`src/rtl/flash_byte_read_sm_if.sv`:
```
// rtl/flash_byte_read_sm_if.sv - arbiter-side and Avalon-MM flash signals of the byte-read state machine
interface flash_byte_read_sm_if #(
    parameter int N      = 32,
    parameter int M      = 8,
    parameter int ADDR_W = 23
);
    logic              start;
    logic [N-1:0]      arguments;
    logic              finished;
    logic [M-1:0]      data_out;
    logic              timeout_err;
    logic              busy;
    logic              flash_mem_read;
    logic [ADDR_W-1:0] flash_mem_address;
    logic [3:0]        flash_mem_byteenable;
    logic [5:0]        flash_mem_burstcount;
    logic              flash_mem_waitrequest;
    logic [31:0]       flash_mem_readdata;
    logic              flash_mem_readdatavalid;

    // slave: the state machine itself; master: arbiter plus flash environment
    modport slave (
        input  start, arguments,
        input  flash_mem_waitrequest, flash_mem_readdata, flash_mem_readdatavalid,
        output finished, data_out, timeout_err, busy,
        output flash_mem_read, flash_mem_address, flash_mem_byteenable, flash_mem_burstcount
    );

    modport master (
        output start, arguments,
        output flash_mem_waitrequest, flash_mem_readdata, flash_mem_readdatavalid,
        input  finished, data_out, timeout_err, busy,
        input  flash_mem_read, flash_mem_address, flash_mem_byteenable, flash_mem_burstcount
    );
endinterface

```
`src/rtl/flash_byte_read_sm.sv`:
```
// rtl/flash_byte_read_sm.sv - single Avalon-MM word read from flash returning one addressed byte
module flash_byte_read_sm #(
    parameter int N       = 32,
    parameter int M       = 8,
    parameter int ADDR_W  = 23,
    parameter int TIMEOUT = 255
) (
    input  logic                 sm_clk,
    input  logic                 reset,
    flash_byte_read_sm_if.slave  bus
);
    localparam int CW = $clog2(TIMEOUT + 1);

    if (N < ADDR_W + 2) begin : g_bad_width
        $error("flash_byte_read_sm: N must be at least ADDR_W+2");
    end

    typedef enum logic [1:0] {
        IDLE      = 2'd0,
        ISSUE     = 2'd1,
        WAIT_DATA = 2'd2,
        DONE      = 2'd3
    } state_t;

    state_t            state;
    logic [CW-1:0]     counter;
    logic [1:0]        lane;
    logic              finished_q;
    logic [M-1:0]      data_q;
    logic              timeout_q;
    logic              busy_q;
    logic              read_q;
    logic [ADDR_W-1:0] address_q;
    logic [7:0]        lane_byte;
    logic              unused_args;

    assign lane_byte   = bus.flash_mem_readdata[{lane, 3'b000} +: 8];
    assign unused_args = ^bus.arguments;

    always_ff @(posedge sm_clk or posedge reset) begin
        if (reset) begin
            state      <= IDLE;
            counter    <= '0;
            lane       <= '0;
            finished_q <= 1'b0;
            data_q     <= '0;
            timeout_q  <= 1'b0;
            busy_q     <= 1'b0;
            read_q     <= 1'b0;
            address_q  <= '0;
        end else begin
            case (state)
                IDLE: begin
                    finished_q <= 1'b0;
                    if (bus.start) begin
                        address_q <= bus.arguments[ADDR_W+1:2];
                        lane      <= bus.arguments[1:0];
                        read_q    <= 1'b1;
                        busy_q    <= 1'b1;
                        state     <= ISSUE;
                    end
                end
                ISSUE: begin
                    // read and address must stay frozen while the slave stalls
                    if (!bus.flash_mem_waitrequest) begin
                        read_q  <= 1'b0;
                        counter <= '0;
                        state   <= WAIT_DATA;
                    end
                end
                WAIT_DATA: begin
                    counter <= counter + 1'b1;
                    if (bus.flash_mem_readdatavalid) begin
                        data_q     <= M'(lane_byte);
                        timeout_q  <= 1'b0;
                        finished_q <= 1'b1;
                        state      <= DONE;
                    end else if (counter == CW'(TIMEOUT)) begin
                        data_q     <= '0;
                        timeout_q  <= 1'b1;
                        finished_q <= 1'b1;
                        state      <= DONE;
                    end
                end
                DONE: begin
                    finished_q <= 1'b0;
                    busy_q     <= 1'b0;
                    state      <= IDLE;
                end
                default: state <= IDLE;
            endcase
        end
    end

    assign bus.finished             = finished_q;
    assign bus.data_out             = data_q;
    assign bus.timeout_err          = timeout_q;
    assign bus.busy                 = busy_q;
    assign bus.flash_mem_read       = read_q;
    assign bus.flash_mem_address    = address_q;
    assign bus.flash_mem_byteenable = 4'b1111;
    assign bus.flash_mem_burstcount = 6'd1;
endmodule
```
`src/flat_wrapper.sv`:
```
// flat-port wrapper written by rule: the top's interface ports become plain ports
module flash_byte_read_sm_flat 
#(
    parameter int N       = 32,
    parameter int M       = 8,
    parameter int ADDR_W  = 23,
    parameter int TIMEOUT = 255
)
  (sm_clk, reset, bus_start, bus_arguments, bus_flash_mem_waitrequest, bus_flash_mem_readdata, bus_flash_mem_readdatavalid, bus_finished, bus_data_out, bus_timeout_err, bus_busy, bus_flash_mem_read, bus_flash_mem_address, bus_flash_mem_byteenable, bus_flash_mem_burstcount);
  flash_byte_read_sm_if #(.N(N), .M(M), .ADDR_W(ADDR_W)) bus_i ();
  input  logic sm_clk;
  input  logic reset;
  input wire logic [$bits(bus_i.start)-1:0] bus_start;
  input wire logic [$bits(bus_i.arguments)-1:0] bus_arguments;
  input wire logic [$bits(bus_i.flash_mem_waitrequest)-1:0] bus_flash_mem_waitrequest;
  input wire logic [$bits(bus_i.flash_mem_readdata)-1:0] bus_flash_mem_readdata;
  input wire logic [$bits(bus_i.flash_mem_readdatavalid)-1:0] bus_flash_mem_readdatavalid;
  output wire logic [$bits(bus_i.finished)-1:0] bus_finished;
  output wire logic [$bits(bus_i.data_out)-1:0] bus_data_out;
  output wire logic [$bits(bus_i.timeout_err)-1:0] bus_timeout_err;
  output wire logic [$bits(bus_i.busy)-1:0] bus_busy;
  output wire logic [$bits(bus_i.flash_mem_read)-1:0] bus_flash_mem_read;
  output wire logic [$bits(bus_i.flash_mem_address)-1:0] bus_flash_mem_address;
  output wire logic [$bits(bus_i.flash_mem_byteenable)-1:0] bus_flash_mem_byteenable;
  output wire logic [$bits(bus_i.flash_mem_burstcount)-1:0] bus_flash_mem_burstcount;
  assign bus_i.start = bus_start;
  assign bus_i.arguments = bus_arguments;
  assign bus_i.flash_mem_waitrequest = bus_flash_mem_waitrequest;
  assign bus_i.flash_mem_readdata = bus_flash_mem_readdata;
  assign bus_i.flash_mem_readdatavalid = bus_flash_mem_readdatavalid;
  assign bus_finished = bus_i.finished;
  assign bus_data_out = bus_i.data_out;
  assign bus_timeout_err = bus_i.timeout_err;
  assign bus_busy = bus_i.busy;
  assign bus_flash_mem_read = bus_i.flash_mem_read;
  assign bus_flash_mem_address = bus_i.flash_mem_address;
  assign bus_flash_mem_byteenable = bus_i.flash_mem_byteenable;
  assign bus_flash_mem_burstcount = bus_i.flash_mem_burstcount;
  flash_byte_read_sm #(.N(N), .M(M), .ADDR_W(ADDR_W), .TIMEOUT(TIMEOUT)) u_core (.sm_clk(sm_clk), .reset(reset), .bus(bus_i));
endmodule
```
`config.mk`:
```
export PLATFORM = sky130hd
export DESIGN_NAME = flash_byte_read_sm_flat
export DESIGN_NICKNAME = d
export VERILOG_FILES = /design/src/rtl/flash_byte_read_sm_if.sv /design/src/rtl/flash_byte_read_sm.sv /design/src/flat_wrapper.sv
export SDC_FILE = /design/constraint.sdc
export NUM_CORES = 1
export LEC_CHECK = 0
export BUFFER_PORTS_ARGS = -buffer_cell sky130_fd_sc_hd__buf_2
export CAP_MARGIN = 15
export CORE_ASPECT_RATIO = 1.4
export CORE_UTILIZATION = 51
export CTS_BUF_LIST = sky130_fd_sc_hd__clkbuf_2 sky130_fd_sc_hd__clkbuf_4 sky130_fd_sc_hd__clkbuf_8
export CTS_CLUSTER_DIAMETER = 40
export DETAILED_ROUTE_END_ITERATION = 10
export PLACE_DENSITY = 0.95
export REMOVE_ABC_BUFFERS = 1
export SLEW_MARGIN = 20
export SYNTH_ARGS = -nofsm -noshare
export SYNTH_HDL_FRONTEND = slang
export SYNTH_SLANG_ARGS = --single-unit
```
`constraint.sdc`:
```
create_clock -name sm_clk -period 3.2 [get_ports sm_clk]
set_clock_uncertainty 0.05 [all_clocks]
set_input_delay 0.32 -clock sm_clk [delete_from_list [all_inputs] [get_ports sm_clk]]
set_output_delay 0.32 -clock sm_clk [all_outputs]
set_load 0.02 [all_outputs]
```
# --- After elaboration in Yosys (flattened, before gate mapping) ---
# Cells that the tools add are included.
op_classes:
  eq_ne: 7
  shift: 1
  muxes: 17
  n_addsub: 1
  reduce_logical: 14
ops:
  columns: ["operator", "n"]
  rows:
  - ["indexed part select 32 x 6 -> 8 bit", 1]
  - ["two-way mux 8 bit", 3]
  - ["case mux 8 bit (2 select lines)", 1]
  - ["AND reduction 2 bit", 5]
  - ["nonzero test 2 bit", 5]
  - ["adder 8 x 1 -> 8 bit, second input constant", 1]
  - ["equality test 8 bit, second input constant", 1]
  - ["two-way mux 2 bit", 4]
  - ["case mux 2 bit (4 select lines)", 1]
  - ["case mux 1 bit (2 select lines)", 3]
  - ["AND reduction 3 bit", 2]
  - ["two-way mux 1 bit", 5]
  - ["equality test 2 bit, second input constant", 2]
  - ["inequality test 2 bit, second input constant", 2]
  - ["inequality test 3 x 2 -> 1 bit, second input constant", 1]
  - ["equality test 2 x 1 -> 1 bit, second input constant", 1]
  - ["zero test 2 bit", 1]
  - ["OR reduction 2 bit", 1]
word_totals:
  in_bits: 69
  register_bits: 47

# --- Longest topological paths before layout ---
depth:
  ltp_word: 4
  depth_mapped: 7
  mapped_depth_nobuf: 6

# --- Least setup slack after synthesis ---
# Ideal clock, no wire load.
synth_path:
  path_kind: "flip-flop to flip-flop"
  start: "reg u_core.counter[0]"
  end: "reg u_core.finished_q (netlist: u_core.bus.finished)"
  setup_ns: 0.125
  period_less_slack_ns: 1.674
  slack_ns: 1.526
  arrival_ns: 1.499
  path_stages_with_launch: 6
  path_buffers: 0
  cell_sequence: "dfrtp_1 ha_1 and4_1 a211o_1 nand2b_1 mux2_2"
synth_via:
  elab_chain_cells: 3
synth_lines:
  columns: ["item", "line_no", "rtl"]
  rows:
  - ["from (decl)", "flash_byte_read_sm.sv:26", "logic [CW-1:0] counter;"]
  - ["from (signal assigned)", "flash_byte_read_sm.sv:72", "counter <= counter + 1'b1;"]
  - ["equality test 8 bit", "flash_byte_read_sm.sv:78", "end else if (counter == CW'(TIMEOUT)) begin"]
  - ["inequality test 3 x 2 -> 1 bit (no line)", null, null]
  - ["AND reduction 2 bit (no line)", null, null]
  - ["to (signal assigned)", "flash_byte_read_sm.sv:76", "finished_q <= 1'b1;"]
  - ["to (signal assigned)", "flash_byte_read_sm.sv:81", "finished_q <= 1'b1;"]
  - ["to (signal assigned)", "flash_byte_read_sm.sv:86", "finished_q <= 1'b0;"]
  - ["to (decl)", "flash_byte_read_sm.sv:28", "logic finished_q;"]
# Every way passes these cells.
# A chain may end at the register's enable or synchronous reset.

# --- Worst setup path in the final report ---
layout_path:
  start: "reg u_core.state[0]"
  end: "reg u_core.state[1]"
layout_via:
  elab_chain_cells: 3
layout_lines:
  columns: ["item", "line_no", "rtl"]
  rows:
  - ["from (decl)", "flash_byte_read_sm.sv:25", "state_t state;"]
  - ["from (signal assigned)", "flash_byte_read_sm.sv:42", "state <= IDLE;"]
  - ["from (signal assigned)", "flash_byte_read_sm.sv:60", "state <= ISSUE;"]
  - ["from (signal assigned)", "flash_byte_read_sm.sv:68", "state <= WAIT_DATA;"]
  - ["equality test 2 bit, or another cell as far along", "flash_byte_read_sm.sv:52", "case (state)"]
  - ["inequality test 3 x 2 -> 1 bit (no line) / inequality test 2 bit (equally long branches)", null, null]
  - ["AND reduction 3 bit (no line)", null, null]
# Several ways; a longest one is shown, not always the timed one.

==> flow_summary.json <==
{
  "status": "finished clean",
  "fin_nets": 348,
  "hold_slack_ns": 0.166,
  "path_class": "register to register",
  "grt_overflow": 0,
  "antenna_found_initial": 0,
  "dp.final_hpwl_um": 3590,
  "cts_resized": 0,
  "yosysUniqueCellTypes": 37,
  "ys_ff_latch": 47,
  "htree_levels": 2,
  "drtIter0Drc": 44,
  "grt_max_degree": 48,
  "synthArstFlopShare_pct": 100,
  "dieArea_mm2": 0.00476,
  "cts_buffers": 5,
  "rows": 28,
  "end_kind": "register",
  "diodes": 0,
  "post_cts_buffers": 0,
  "tns_ns": 0,
  "cts_root_buffer": "clkbuf_8",
  "grt_pass1_vias": 1834,
  "port_buffers": 96,
  "drv_cap": 0,
  "drcViolationCount": 0,
  "pin_count": 114,
  "cts.sinks": 47,
  "grt.total_usage_pct": 21.7,
  "ys.flop_type": "dfrtp_1",
  "layout_min_cycle_time_ns": 2.30,
  "holdCritPathClass": "input port to async pin",
  "cp_max_fo": 20,
  "cellPowerDensity_mw_per_mm2": 971,
  "tritoncts": "yes",
  "die_w_um": 58.6,
  "slew_headroom_pct": 36.8,
  "firstDrtPassIters": 4,
  "dr.max_layer_used": "met4",
  "place_congestion": 0.797,
  "startpoint_type": "register",
  "wl_met3_um": 275,
  "synth_area_mm2": 0.00229,
  "antenna_left": 0,
  "synthCells": 179,
  "drive_above_1_share_pct": 51.5,
  "path_clk_slew_ns": 0.09,
  "fp.coreArea_mm2": 0.00427,
  "clk_path_buf_depth": 2,
  "hold_buffers": 0,
  "rsz0062_at_grt": "false",
  "wl_per_cell_um": 14.1,
  "synth_edf_count": 0,
  "cp.arrival_ns": 2.43,
  "clkLatencyLatePin_ns": 0.30,
  "irDropWorstVdd_uv": 600,
  "wl_um": 4690,
  "grt_pass1_wl_um": 7670,
  "required_ns": 3.32,
  "maxSlewViolCount": 0,
  "syn_avg_cell_area_um2": 12.8,
  "die_h_um": 81.2,
  "ys_seq_area_share_pct": 51.4,
  "max_freq_mhz": 434,
  "met2_length_um": 2490,
  "num_vias": 1767,
  "syn_to_final_growth_pct": 24.7,
  "hold_violations": 0,
  "setup_viol_count_final": 0,
  "worst_pin_slew_ns": 0.946,
  "wl_met1_um": 1780,
  "start_util_pct": 53.5,
  "p_leak_nw": 1.40,
  "yosys_warnings": 0,
  "vias_per_cell": 5.29,
  "period_share_pct": 71.9
}
kinds of logic (layout without fill, tap and decap cells):
kind of cell,Yosys count,in the layout,share of synthesized area [%]
flops,47,47,51.4
mux,37,37,22.0
simple gates,34,34,7.22
compound gates,28,28,8.75
buf+inv,22,109,5.80
fa+ha+maj,6,6,3.28
xor+xnor,3,3,1.15
other cells,2,10,0.328
registers in the layout, indices dropped and copies added, names as in the netlist:
signal / flops
u_core.bus.finished: 1
u_core.bus.flash_mem_address: 23
u_core.bus.busy: 1
u_core.state: 2
u_core.bus.data_out: 8
u_core.bus.timeout_err: 1
u_core.lane: 2
u_core.bus.flash_mem_read: 1
u_core.counter: 8
report_power, final:
group | total, mW | switching, mW | internal [mW] | leakage (nW)
Clock | 0.357 | 0.196 | 0.161 | 0.0446
Sequential | 1.10 | 0.219 | 0.876 | 0.571
Combinational | 1.32 | 0.703 | 0.612 | 0.781
Total | 2.77 | 1.12 | 1.65 | 1.40
path summary, 6_finish.rpt:
kind,from,endpoint,slack [ns],cells past startpoint
hold / removal,reset,u_core.bus.flash_mem_address[3],0.17,2
max in group asynchronous,reset,u_core.bus.flash_mem_address[11],2.33,2
setup / recovery,u_core.state[0],u_core.state[1],0.90,6
setup reg to reg,u_core.state[0],u_core.state[1],0.90,6
min in group sm_clk,bus_arguments[5],u_core.bus.flash_mem_address[3],0.20,2
hold reg to reg,u_core.bus.data_out[7],u_core.bus.data_out[7],0.44,1
placed cells by master (no fill, tap or decap), drive strengths merged, types with 7 or more instances in the layout:
master / Yosys / layout
a21oi: 7 / 7
a32o: 8 / 8
buf: 17 / 97
conb: 2 / 10
dfrtp: 47 / 47
mux2: 27 / 27
mux4: 8 / 8
nand2: 11 / 11
nor2: 8 / 8
o21ai: 8 / 8
synth_stat cells (all sizes together), types with 2 or more instances:
library cell / n / area share (%)
a21oi: 7 / 1.5
nand2: 11 / 1.8
xnor2: 2 / 0.77
nor2: 8 / 1.3
a32o: 8 / 3.5
buf: 17 / 5.0
inv: 4 / 0.66
mux2: 27 / 13
nand3: 2 / 0.44
mux2i: 2 / 0.88
mux4: 8 / 7.9
conb: 2 / 0.33
nor3: 2 / 0.44
o21ai: 8 / 1.9
nor4: 2 / 0.55
dfrtp: 47 / 51
ha: 6 / 3.3
and2: 2 / 0.55
final cells by class:
class	instances	area [um2]
sequential	47	1180
clock buffer	6	76.3
fill	384	1420
timing repair buffer	97	488
multi-input combinational	118	1010
clock inverter	2	12.5
tap	60	75.1
inverter	4	15.0
worst max-delay path: stages (launching register included):
cell     delay [ns]
dfrtp_1        0.43
inv_1          0.11
ha_1           0.62
inv_1          0.20
a211o_1        0.34
nand2_1        0.10
mux2_1         0.32
per-layer routing:
layer / global-route usage, % / up-vias
met5: 0 / -
met1: 22.1 / 862
met4: 12.1 / 0
met2: 39.8 / 77
li1: - / 815
met3: 5.25 / 13
stage by stage:
step | utilization (%) | setup WS, ns | std cells | cell area, um2 | power (mW)
2_1_floorplan | - | 1.25 | 169 | 2200 | 2.01
3_3_place_gp | 64.6 | 1.02 | 326 | 2760 | 2.37
3_5_place_dp | 64.6 | 0.938 | 326 | 2760 | 2.43
4_1_cts | 66.7 | 0.924 | 334 | 2850 | 2.79
5_1_grt | 66.7 | 0.770 | 334 | 2850 | 2.95
6_report | 66.7 | 0.898 | 334 | 2850 | 2.77
No activity file was read; power rests on OpenSTA's default activity.
